`src/rtl/mem_seq_pkg.sv`:
```
// Shared types and constants for the MEMORY request sequencer.
// Widths are fixed by the downstream 256-byte MEMORY block.
package mem_seq_pkg;

   localparam int unsigned ADDR_W = 8;
   localparam int unsigned DATA_W = 32;

   typedef enum logic [1:0] {
      IDLE    = 2'd0,
      ISSUE   = 2'd1,
      CAPTURE = 2'd2,
      RESP    = 2'd3
   } state_t;

   typedef struct packed {
      logic              rw;
      logic [ADDR_W-1:0] addr;
      logic [DATA_W-1:0] data;
   } req_t;

endpackage

```
`src/rtl/mem_req_fifo.sv`:
```
// Request FIFO: DEPTH x req_t, registered occupancy count, full/empty flags.
// Synchronous active-low reset flushes pointers and count; storage is not cleared.
module mem_req_fifo
   import mem_seq_pkg::*;
#(
   parameter int unsigned DEPTH = 4
)
(
   input  logic clk_i,
   input  logic rst_ni,
   input  logic push_i,
   input  req_t din_i,
   input  logic pop_i,
   output req_t head_o,
   output logic full_o,
   output logic empty_o
);

   localparam int unsigned PTR_W = (DEPTH > 1) ? $clog2(DEPTH) : 1;
   localparam logic [PTR_W:0] FULL_CNT = (PTR_W+1)'(DEPTH);

   req_t             mem_q [DEPTH];
   logic [PTR_W-1:0] wr_ptr_q;
   logic [PTR_W-1:0] rd_ptr_q;
   logic [PTR_W:0]   count_q;
   logic             do_push;
   logic             do_pop;

   assign full_o  = (count_q == FULL_CNT);
   assign empty_o = (count_q == '0);
   assign do_push = push_i && !full_o;
   assign do_pop  = pop_i && !empty_o;
   assign head_o  = mem_q[rd_ptr_q];

   // Pointer and occupancy update; push and pop together leave the count unchanged.
   always_ff @(posedge clk_i) begin
      if (!rst_ni) begin
         wr_ptr_q <= '0;
         rd_ptr_q <= '0;
         count_q  <= '0;
      end else begin
         if (do_push) wr_ptr_q <= wr_ptr_q + 1'b1;
         if (do_pop)  rd_ptr_q <= rd_ptr_q + 1'b1;
         case ({do_push, do_pop})
            2'b10:   count_q <= count_q + 1'b1;
            2'b01:   count_q <= count_q - 1'b1;
            default: count_q <= count_q;
         endcase
      end
   end

   // Entry storage, written only on an accepted push.
   always_ff @(posedge clk_i) begin
      if (do_push) mem_q[wr_ptr_q] <= din_i;
   end

endmodule

```
`src/rtl/mem_req_sequencer.sv`:
```
// Upstream command stage for the 256-byte MEMORY block: queues client
// read/write requests, drives the registered memory pins one request at a
// time and returns read data on a valid/ready response port.
// Optional feature: define MEM_SEQ_ALIGN_CHECK_EN to drop misaligned
// requests (REQ_ADDR[1:0] != 0) and pulse ERR for one cycle.
module mem_req_sequencer
   import mem_seq_pkg::*;
#(
   parameter int unsigned DEPTH = 4
)
(
   input  logic              CLK,
   input  logic              RESET_N,
   input  logic              REQ_VALID,
   output logic              REQ_READY,
   input  logic              REQ_RW,
   input  logic [ADDR_W-1:0] REQ_ADDR,
   input  logic [DATA_W-1:0] REQ_DATA,
   output logic              RSP_VALID,
   input  logic              RSP_READY,
   output logic [DATA_W-1:0] RSP_DATA,
   output logic              ERR,
   output logic [ADDR_W-1:0] M_ADDR,
   output logic [DATA_W-1:0] M_DIN,
   output logic              M_RW,
   output logic              M_VALID,
   input  logic [DATA_W-1:0] M_DOUT
);

   state_t            state_q, state_d;
   logic              ready_en_q;
   logic              accept;
   logic              enq;
   logic              pop;
   logic              full;
   logic              empty;
   req_t              req_in;
   req_t              head;
   logic [ADDR_W-1:0] m_addr_q, m_addr_d;
   logic [DATA_W-1:0] m_din_q, m_din_d;
   logic              m_rw_q, m_rw_d;
   logic              m_valid_q, m_valid_d;
   logic              rsp_valid_q, rsp_valid_d;
   logic [DATA_W-1:0] rsp_data_q, rsp_data_d;

   // ready_en_q holds REQ_READY low while reset is applied.
   assign REQ_READY = ready_en_q && !full;
   assign accept    = REQ_VALID && REQ_READY;
   assign req_in    = '{rw: REQ_RW, addr: REQ_ADDR, data: REQ_DATA};

`ifdef MEM_SEQ_ALIGN_CHECK_EN
   logic misalign;
   logic err_q;

   assign misalign = (REQ_ADDR[1:0] != 2'b00);
   // Misaligned requests complete the handshake but never reach the FIFO.
   assign enq      = accept && !misalign;
   assign ERR      = err_q;

   // One-cycle error pulse following a dropped request.
   always_ff @(posedge CLK) begin
      if (!RESET_N) err_q <= 1'b0;
      else          err_q <= accept && misalign;
   end
`else
   assign enq = accept;
   assign ERR = 1'b0;
`endif

   mem_req_fifo #(.DEPTH(DEPTH)) u_fifo (
      .clk_i   (CLK),
      .rst_ni  (RESET_N),
      .push_i  (enq),
      .din_i   (req_in),
      .pop_i   (pop),
      .head_o  (head),
      .full_o  (full),
      .empty_o (empty)
   );

   // Next-state logic: issue from IDLE, chain after writes, capture and hold reads.
   always_comb begin
      state_d     = state_q;
      pop         = 1'b0;
      m_valid_d   = 1'b0;
      m_addr_d    = m_addr_q;
      m_din_d     = m_din_q;
      m_rw_d      = m_rw_q;
      rsp_valid_d = rsp_valid_q;
      rsp_data_d  = rsp_data_q;
      case (state_q)
         IDLE: begin
            if (!empty) begin
               pop       = 1'b1;
               m_addr_d  = head.addr;
               m_din_d   = head.data;
               m_rw_d    = head.rw;
               m_valid_d = 1'b1;
               state_d   = ISSUE;
            end
         end
         ISSUE: begin
            // m_rw_q is the request MEMORY samples at this edge.
            if (m_rw_q) begin
               if (!empty) begin
                  pop       = 1'b1;
                  m_addr_d  = head.addr;
                  m_din_d   = head.data;
                  m_rw_d    = head.rw;
                  m_valid_d = 1'b1;
               end else begin
                  state_d = IDLE;
               end
            end else begin
               state_d = CAPTURE;
            end
         end
         CAPTURE: begin
            rsp_data_d  = M_DOUT;
            rsp_valid_d = 1'b1;
            state_d     = RESP;
         end
         RESP: begin
            if (RSP_READY) begin
               rsp_valid_d = 1'b0;
               state_d     = IDLE;
            end
         end
         default: state_d = IDLE;
      endcase
   end

   // State and output registers; reset discards any pending response.
   always_ff @(posedge CLK) begin
      if (!RESET_N) begin
         state_q     <= IDLE;
         ready_en_q  <= 1'b0;
         m_addr_q    <= '0;
         m_din_q     <= '0;
         m_rw_q      <= 1'b0;
         m_valid_q   <= 1'b0;
         rsp_valid_q <= 1'b0;
         rsp_data_q  <= '0;
      end else begin
         state_q     <= state_d;
         ready_en_q  <= 1'b1;
         m_addr_q    <= m_addr_d;
         m_din_q     <= m_din_d;
         m_rw_q      <= m_rw_d;
         m_valid_q   <= m_valid_d;
         rsp_valid_q <= rsp_valid_d;
         rsp_data_q  <= rsp_data_d;
      end
   end

   assign M_ADDR    = m_addr_q;
   assign M_DIN     = m_din_q;
   assign M_RW      = m_rw_q;
   assign M_VALID   = m_valid_q;
   assign RSP_VALID = rsp_valid_q;
   assign RSP_DATA  = rsp_data_q;

endmodule
```
`config.mk`:
```
export PLATFORM = sky130hd
export DESIGN_NAME = mem_req_sequencer
export DESIGN_NICKNAME = d
export VERILOG_FILES = /design/src/rtl/mem_seq_pkg.sv /design/src/rtl/mem_req_fifo.sv /design/src/rtl/mem_req_sequencer.sv
export SDC_FILE = /design/constraint.sdc
export NUM_CORES = 1
export LEC_CHECK = 0
export CORE_AREA = 2 2 129 131
export DETAILED_ROUTE_END_ITERATION = 7
export DIE_AREA = 0 0 131 133
export PLACE_DENSITY = 0.84
export SLEW_MARGIN = 20
export SYNTH_ARGS = -nofsm -noshare
export SYNTH_HDL_FRONTEND = slang
export SYNTH_SLANG_ARGS = --single-unit
```
`constraint.sdc`:
```
create_clock -name CLK -period 4.37 [get_ports CLK]
set_clock_uncertainty 0.15 [all_clocks]
set_input_delay 0.874 -clock CLK [delete_from_list [all_inputs] [get_ports CLK]]
set_output_delay 0.874 -clock CLK [all_outputs]
set_load 0.1 [all_outputs]
```
Word-level counts from Yosys, hierarchy flattened
Memory sizes are Yosys's and may differ from the RTL's. A register that Yosys moved wholly into a read port is not among the register bits.
Index checks and enable logic that the tools add are counted.
{ "totals": {"regBits": 85, "ramBits": 164, "input_bits": 77, "output_inout_bits": 77, "wordCells": 67, "mem_count": 1} }
{ "mem_list": {"columns": ["name", "words", "width", "read_ports", "rd_clocked_by_memory_dff", "write_ports", "line_no", "rtl"], "rows": [
  ["u_fifo.mem_q", 4, 41, 1, 1, 1, "mem_req_fifo.sv:22", "req_t mem_q [DEPTH];"]
]} }
{ "op_classes": {"addsub": 4, "eq_ne": 10, "muxes": 26, "reduce_logical": 15} }
{ "ops": {"columns": ["op", "count"], "rows": [
  ["two-way mux 32 bit", 2],
  ["one-hot mux 32 bit (2 select lines)", 1],
  ["two-way mux 8 bit", 2],
  ["one-hot mux 8 bit (2 select lines)", 1],
  ["two-way mux 2 bit", 6],
  ["two-way mux 1 bit", 9],
  ["one-hot mux 2 bit (4 select lines)", 1],
  ["equality test 2 bit (second input constant)", 3],
  ["inequality test 2 bit (second input constant)", 3],
  ["one-hot mux 1 bit (2 select lines)", 3],
  ["one-hot mux 3 bit (2 select lines)", 1],
  ["AND reduction 2 bit", 3],
  ["nonzero test 2 bit", 3],
  ["adder 2 x 1 -> 2 bit (second input constant)", 2],
  ["equality test 2 x 1 -> 1 bit (second input constant)", 2],
  ["logical AND 1 bit", 4],
  ["adder 3 x 1 -> 3 bit (second input constant)", 1],
  ["equality test 3 bit (second input constant)", 1],
  ["zero test 3 bit", 1],
  ["inequality test 3 bit (second input constant)", 1],
  ["AND reduction 3 bit", 1],
  ["subtractor 3 x 1 -> 3 bit (second input constant)", 1],
  ["zero test 1 bit", 2],
  ["zero test 2 bit", 1]
]} }

Depth between registers and ports, before layout
{ "depth": {"ltp_word": 7, "mapped_depth": 9, "depth_no_buf": 7} }

Cells and area by module
A second synthesis with hierarchy kept.
{ "unflattened": {"cells_unflattened": 608, "hier_area_um2": 9494.1} }
{ "by_module_without_submodules": {"columns": ["mod", "n_inst", "cells_per_inst", "area_each_um2", "seq_area_each_um2"], "rows": [
  ["mem_req_fifo", 1, 269, 6457.4, 5104.9],
  ["mem_req_sequencer", 1, 339, 3036.7, 1561.5]
]} }

Worst setup path after synthesis
No wires, ideal clock.
{ "synth_timing": {"path_kind": "register to register", "startpoint": "register m_rw_q, in the netlist M_RW", "endpoint": "register u_fifo.count_q[2]", "setup_ns": 0.072, "arrival_time_ns": 2.908, "required_ns": 4.148, "slack_ns": 1.240, "path_stages_with_launch": 10, "path_buffers": 2, "period_less_slack_ns": 3.130, "cell_sequence": "dfxtp_1 nor2b_1 or3_1 buf_2 clkbuf_1 nor2_1 fa_1 or4_1 o32ai_1 mux2i_1"} }
{ "synth_between": {"elab_chain_cells": 5, "elab_cells_between_ends": 7, "classes_between": "2 x eq/ne; 3 x mux; 2 x reduce/logical"} }
{ "synth_rtl": {"columns": ["item", "line_no", "rtl"], "rows": [
  ["from (decl)", "mem_req_sequencer.sv:41", "logic m_rw_q, m_rw_d;"],
  ["from (signal assigned)", "mem_req_sequencer.sv:149", "m_rw_q <= m_rw_d;"],
  ["two-way mux 1 bit (*)", "mem_req_sequencer.sv:104", "if (m_rw_q) begin"],
  ["one-hot mux 1 bit (2 select lines) (*)", "mem_req_sequencer.sv:91", "case (state_q)"],
  ["logical AND 1 bit (*)", "mem_req_fifo.sv:32", "assign do_pop = pop_i && !empty_o;"],
  ["equality test 2 x 1 -> 1 bit / equality test 2 bit (equally long branches)", "mem_req_fifo.sv:44", "case ({do_push, do_pop})"],
  ["one-hot mux 3 bit (2 select lines) / nonzero test 2 bit (equally long branches)", null, null],
  ["to (signal assigned)", "mem_req_fifo.sv:45", "2'b10: count_q <= count_q + 1'b1;"],
  ["to (signal assigned)", "mem_req_fifo.sv:46", "2'b01: count_q <= count_q - 1'b1;"],
  ["to (signal assigned)", "mem_req_fifo.sv:47", "default: count_q <= count_q;"],
  ["to (decl)", "mem_req_fifo.sv:25", "logic [PTR_W:0] count_q;"]
]} }
Every way passes the cells marked *; elsewhere a longest branch is shown, timed or not.
A chain may end at the register's enable or synchronous reset.

Final worst setup path
{ "layout_timing": {"startpoint": "register u_fifo.count_q[2]", "endpoint": "output port REQ_READY"} }
{ "layout_between": {"elab_chain_cells": 3} }
{ "layout_rtl": {"columns": ["item", "line_no", "rtl"], "rows": [
  ["equality test 3 bit", "mem_req_fifo.sv:29", "assign full_o = (count_q == FULL_CNT);"],
  ["zero test 1 bit", "mem_req_sequencer.sv:47", "assign REQ_READY = ready_en_q && !full;"],
  ["logical AND 1 bit", "mem_req_sequencer.sv:47", null],
  ["to (decl)", "mem_req_sequencer.sv:15", "output logic REQ_READY,"]
]} }
No other way between the ends.

==> run_results.csv <==
group,metric,value,unit
run_status,status,"finished clean",
synth,ys.flop_type,"edfxtp_1",
worst_setup_path,start_kind,"flip-flop",
synth,synth_top_family_by_area,"multiplexers",
worst_setup_path,crit_chain,"nor3b_1, nor2b_1, clkdlybuf4s50_1",
pwr,p_leak,3.79,nW
floorplan,design.core.area,16200,sq um
placed_design,place_congestion,0.774,
worst_setup_path,critPathCaptureType,"output port",
clocking,cts_resized,0,
synth,async_flop_share,0,%
synth,synth-edff-count,164,
hold_path,whs_endpoint,"RSP_DATA[15]$_SDFFE_PN0P_",
synth,yosys.area_share.simple,8.03,%
clocking,clockRootBuffer,"clkbuf_16",
clocking,cts-buffers-inserted,24,
timing,setup_viol,0,
synth,synth_area,9030,sq um
routing,wl_per_cell,19.4,um
grt,gr-total-overflow,0,
worst_setup_path,reg2reg_to,"u_fifo.count_q[2]$_SDFFE_PN0P_",
timing,rsz0062_at_grt,"false",
timing,fmax,293,MHz
worst_setup_path,cpMaxStageDelayCell,"clkdlybuf4s50_1",
timing,hold_viol,0,
floorplan,chipHeight,133,um
clocking,clk_pin_slew_worst_paths,60,ps
timing,relSlewSlack,28.6,%
grt,grt_max_degree,44,
hold_path,min_from,"RSP_DATA[15]$_SDFFE_PN0P_",
placed_design,hpwl,11.5,mm
hold_path,worstHoldPathCells,2,
clocking,cts_tree,"built",
synth,synth_compound_area_share,4.63,%
floorplan,die-area,17400,sq um
synth,syn-instance-count,608,
synth,synth_mux_area_share,10.6,%
routing,drc,0,
final_layout,n_antenna_cell,0,
synth,avgSynthCellArea,14.9,sq um
routing,drt-total-wl,19.2,mm
clocking,cts_setup_buffers,0,
timing,fin_crit,3410,ps
synth,ys.warnings.count,0,
final_layout,layout.nets,838,
routing,first_pass_iters,6,
synth,synth_cell_types,27,
clocking,insertion_delay,510,ps
clocking,cts_buffer_depth,3,
pwr,ir_drop,0.626,mV
timing,fin_crit_sh,78.1,%
routing,vias_per_cell,5.47,
synth,synth-xor-area-share,0.291,%
floorplan,pin_count,154,
grt,track_usage,22.3,%
synth,synthAdderAreaFrac,0.776,%
synth,synth_nets,690,
routing,routed-via-count,5428,
timing,slew_violations,0,
synth,yosysMostFrequentCell,"edfxtp_1",
worst_setup_path,crit_fanout,4,
worst_setup_path,r2r_cells,7,
grt,grt_pass1_vias,5718,
synth,ys_seq_elements,251,
pwr,powerDensity,731,nW/um^2
synth,seq_area_frac_synth,73.8,%
floorplan,initial_core_util,55.9,%
hold_path,hold_class,"reg -> reg",
grt,grt_pass1_wl,29.8,mm
worst_setup_path,crit_type,"reg -> out",
final_layout,final_util,71.4,%
final_layout,fill_cells,994,
worst_setup_path,crit_family,"buffers and inverters",
worst_setup_path,crit_path_max_incr_delay,990,ps
final_layout,drive_gt1_share,12.0,%
routing,ant_nets,0,
clocking,cts_max_level,1,
worst_setup_path,crit_required,3350,ps
synth,synthTopCellsByCount,"164 x edfxtp_1, 152 x nand2_1, 87 x dfxtp_1, 78 x a21oi_1, 41 x mux4_2",
timing,worstMarginPinSlew,1070,ps
synth,synth.area.top_cells,"edfxtp_1 55%, dfxtp_1 19%, mux4_2 10%",
run,maxCapViolations,0,
synth,synth_top_area_cell,"edfxtp_1",
routing,initialDrtViolationCount,349,
final_layout,syn_to_final_growth,27.7,%
floorplan,die_w,131,um
floorplan,std_cell_rows,47,
clocking,cts_sinks,251,
worst_setup_path,r2r-start,"u_fifo.count_q[0]$_SDFFE_PN0P_",
placed_design,io_buffers,152,
worst_setup_path,cp_data_arrival_time,2390,ps
worst_setup_path,path_buf_inv,1,
grt,antenna_found_initial,0,
clocking,ctsHoldBuffers,0,
worst_setup_path,reg2reg_setup_slack,1720,ps
timing,fin_tns_setup,0,ps
synth,synth_top_area_share,54.5,%
-- layout by cell type (no fill, tap or decap), types with 2 or more instances in the layout --
| master | Yosys | layout |
|---|---|---|
| clkbuf_16 | 0 | 27 |
| nand2b_1 | 3 | 2 |
| clkbuf_1 | 23 | 7 |
| ha_1 | 4 | 4 |
| inv_1 | 5 | 5 |
| nor2_1 | 11 | 10 |
| xnor2_1 | 3 | 3 |
| clkdlybuf4s50_1 | 0 | 152 |
| mux4_2 | 41 | 41 |
| and2_2 | 0 | 2 |
| o32ai_1 | 2 | 2 |
| and2_4 | 0 | 2 |
| a21oi_1 | 78 | 78 |
| o21ai_0 | 2 | 2 |
| clkbuf_8 | 0 | 4 |
| dfxtp_1 | 87 | 85 |
| nor2b_1 | 2 | 2 |
| mux2i_1 | 3 | 3 |
| edfxtp_1 | 164 | 164 |
| nand2_1 | 152 | 152 |
| buf_4 | 1 | 7 |
-- sequential cells by signal (all words and copies together), names as in the netlist, named ones only --
signal,flops
u_fifo.mem_q,164
M_DIN,32
RSP_DATA,32
M_ADDR,8
u_fifo.count_q,3
u_fifo.rd_ptr_q,2
u_fifo.wr_ptr_q,2
M_RW,1
M_VALID,1
RSP_VALID,1
ready_en_q,1
state_q,1
-- worst max path at each step --
stage                              startpoint  slack (ps)                              to  depth (start not counted)
6_report       u_fifo.count_q[2]$_SDFFE_PN0P_         960                       REQ_READY                          3
5_1_grt        u_fifo.count_q[2]$_SDFFE_PN0P_         840                       REQ_READY                          3
4_1_cts        u_fifo.count_q[0]$_SDFFE_PN0P_         960                       REQ_READY                          3
3_5_place_dp                        REQ_VALID         960  u_fifo.count_q[2]$_SDFFE_PN0P_                          9
3_3_place_gp                        REQ_VALID        1080  u_fifo.count_q[2]$_SDFFE_PN0P_                          9
2_1_floorplan               M_RW$_SDFFE_PN0P_        1240  u_fifo.count_q[2]$_SDFFE_PN0P_                          9
-- cell families after synthesis --
group                    count (synthesis)
buffers and inverters                   42
multiplexers                            44
adder cells (fa/ha/maj)                  5
flip-flops                             251
XOR/XNOR                                 3
other                                    1
AND/OR/NAND/NOR                        180
AO/OA/AOI/OAI                           82
-- layer usage --
metal / GRT usage (%) / up-vias / part of all wire, %
met3: 3.88 / 32 / 7.1
met4: 6.74 / 0 / 1.8
li1: - / 2501 / -
met1: 28.9 / 2673 / 41
met5: 0 / - / 0
met2: 38.3 / 222 / 51
-- power breakdown --
| part | internal (mW) | leakage, nW | switching [mW] | total (mW) |
|---|---|---|---|---|
| combinational | 0.946 | 1.21 | 2.31 | 3.26 |
| sequential | 2.84 | 2.20 | 0.315 | 3.16 |
| clock | 1.18 | 0.381 | 0.833 | 2.02 |
-- per-stage QoR --
stage               hold slack [ps]  instances  power, mW  instance area (sq um)  setup WS, ps
floorplan                       311        608       5.63                   9030          1240
global placement                291        950       6.38                  10800          1080
detailed placement              298        950       6.46                  10800           960
CTS                             307        992       8.49                  11500           962
global route                    330        992       8.76                  11500           841
finish                          305        992       8.44                  11500           956
-- final cells by class --
class / instances / area (sq um) / area share [%]
clock buffers: 38 / 757 / 6.56
clock inverters: 4 / 20.0 / 0.173
inverters: 5 / 18.8 / 0.163
multi-input cells: 315 / 2220 / 19.3
flip-flops and latches: 251 / 6670 / 57.8
well taps: 220 / 275 / 2.39
repair buffers: 159 / 1570 / 13.6
-- tightest hold or removal path, delay by kind of cell, from the launching register on --
kind            cells  cell delay [ps]
simple gates        1               50
compound gates      1               50
flops               1              310
(Power assumes the default switching activity.)
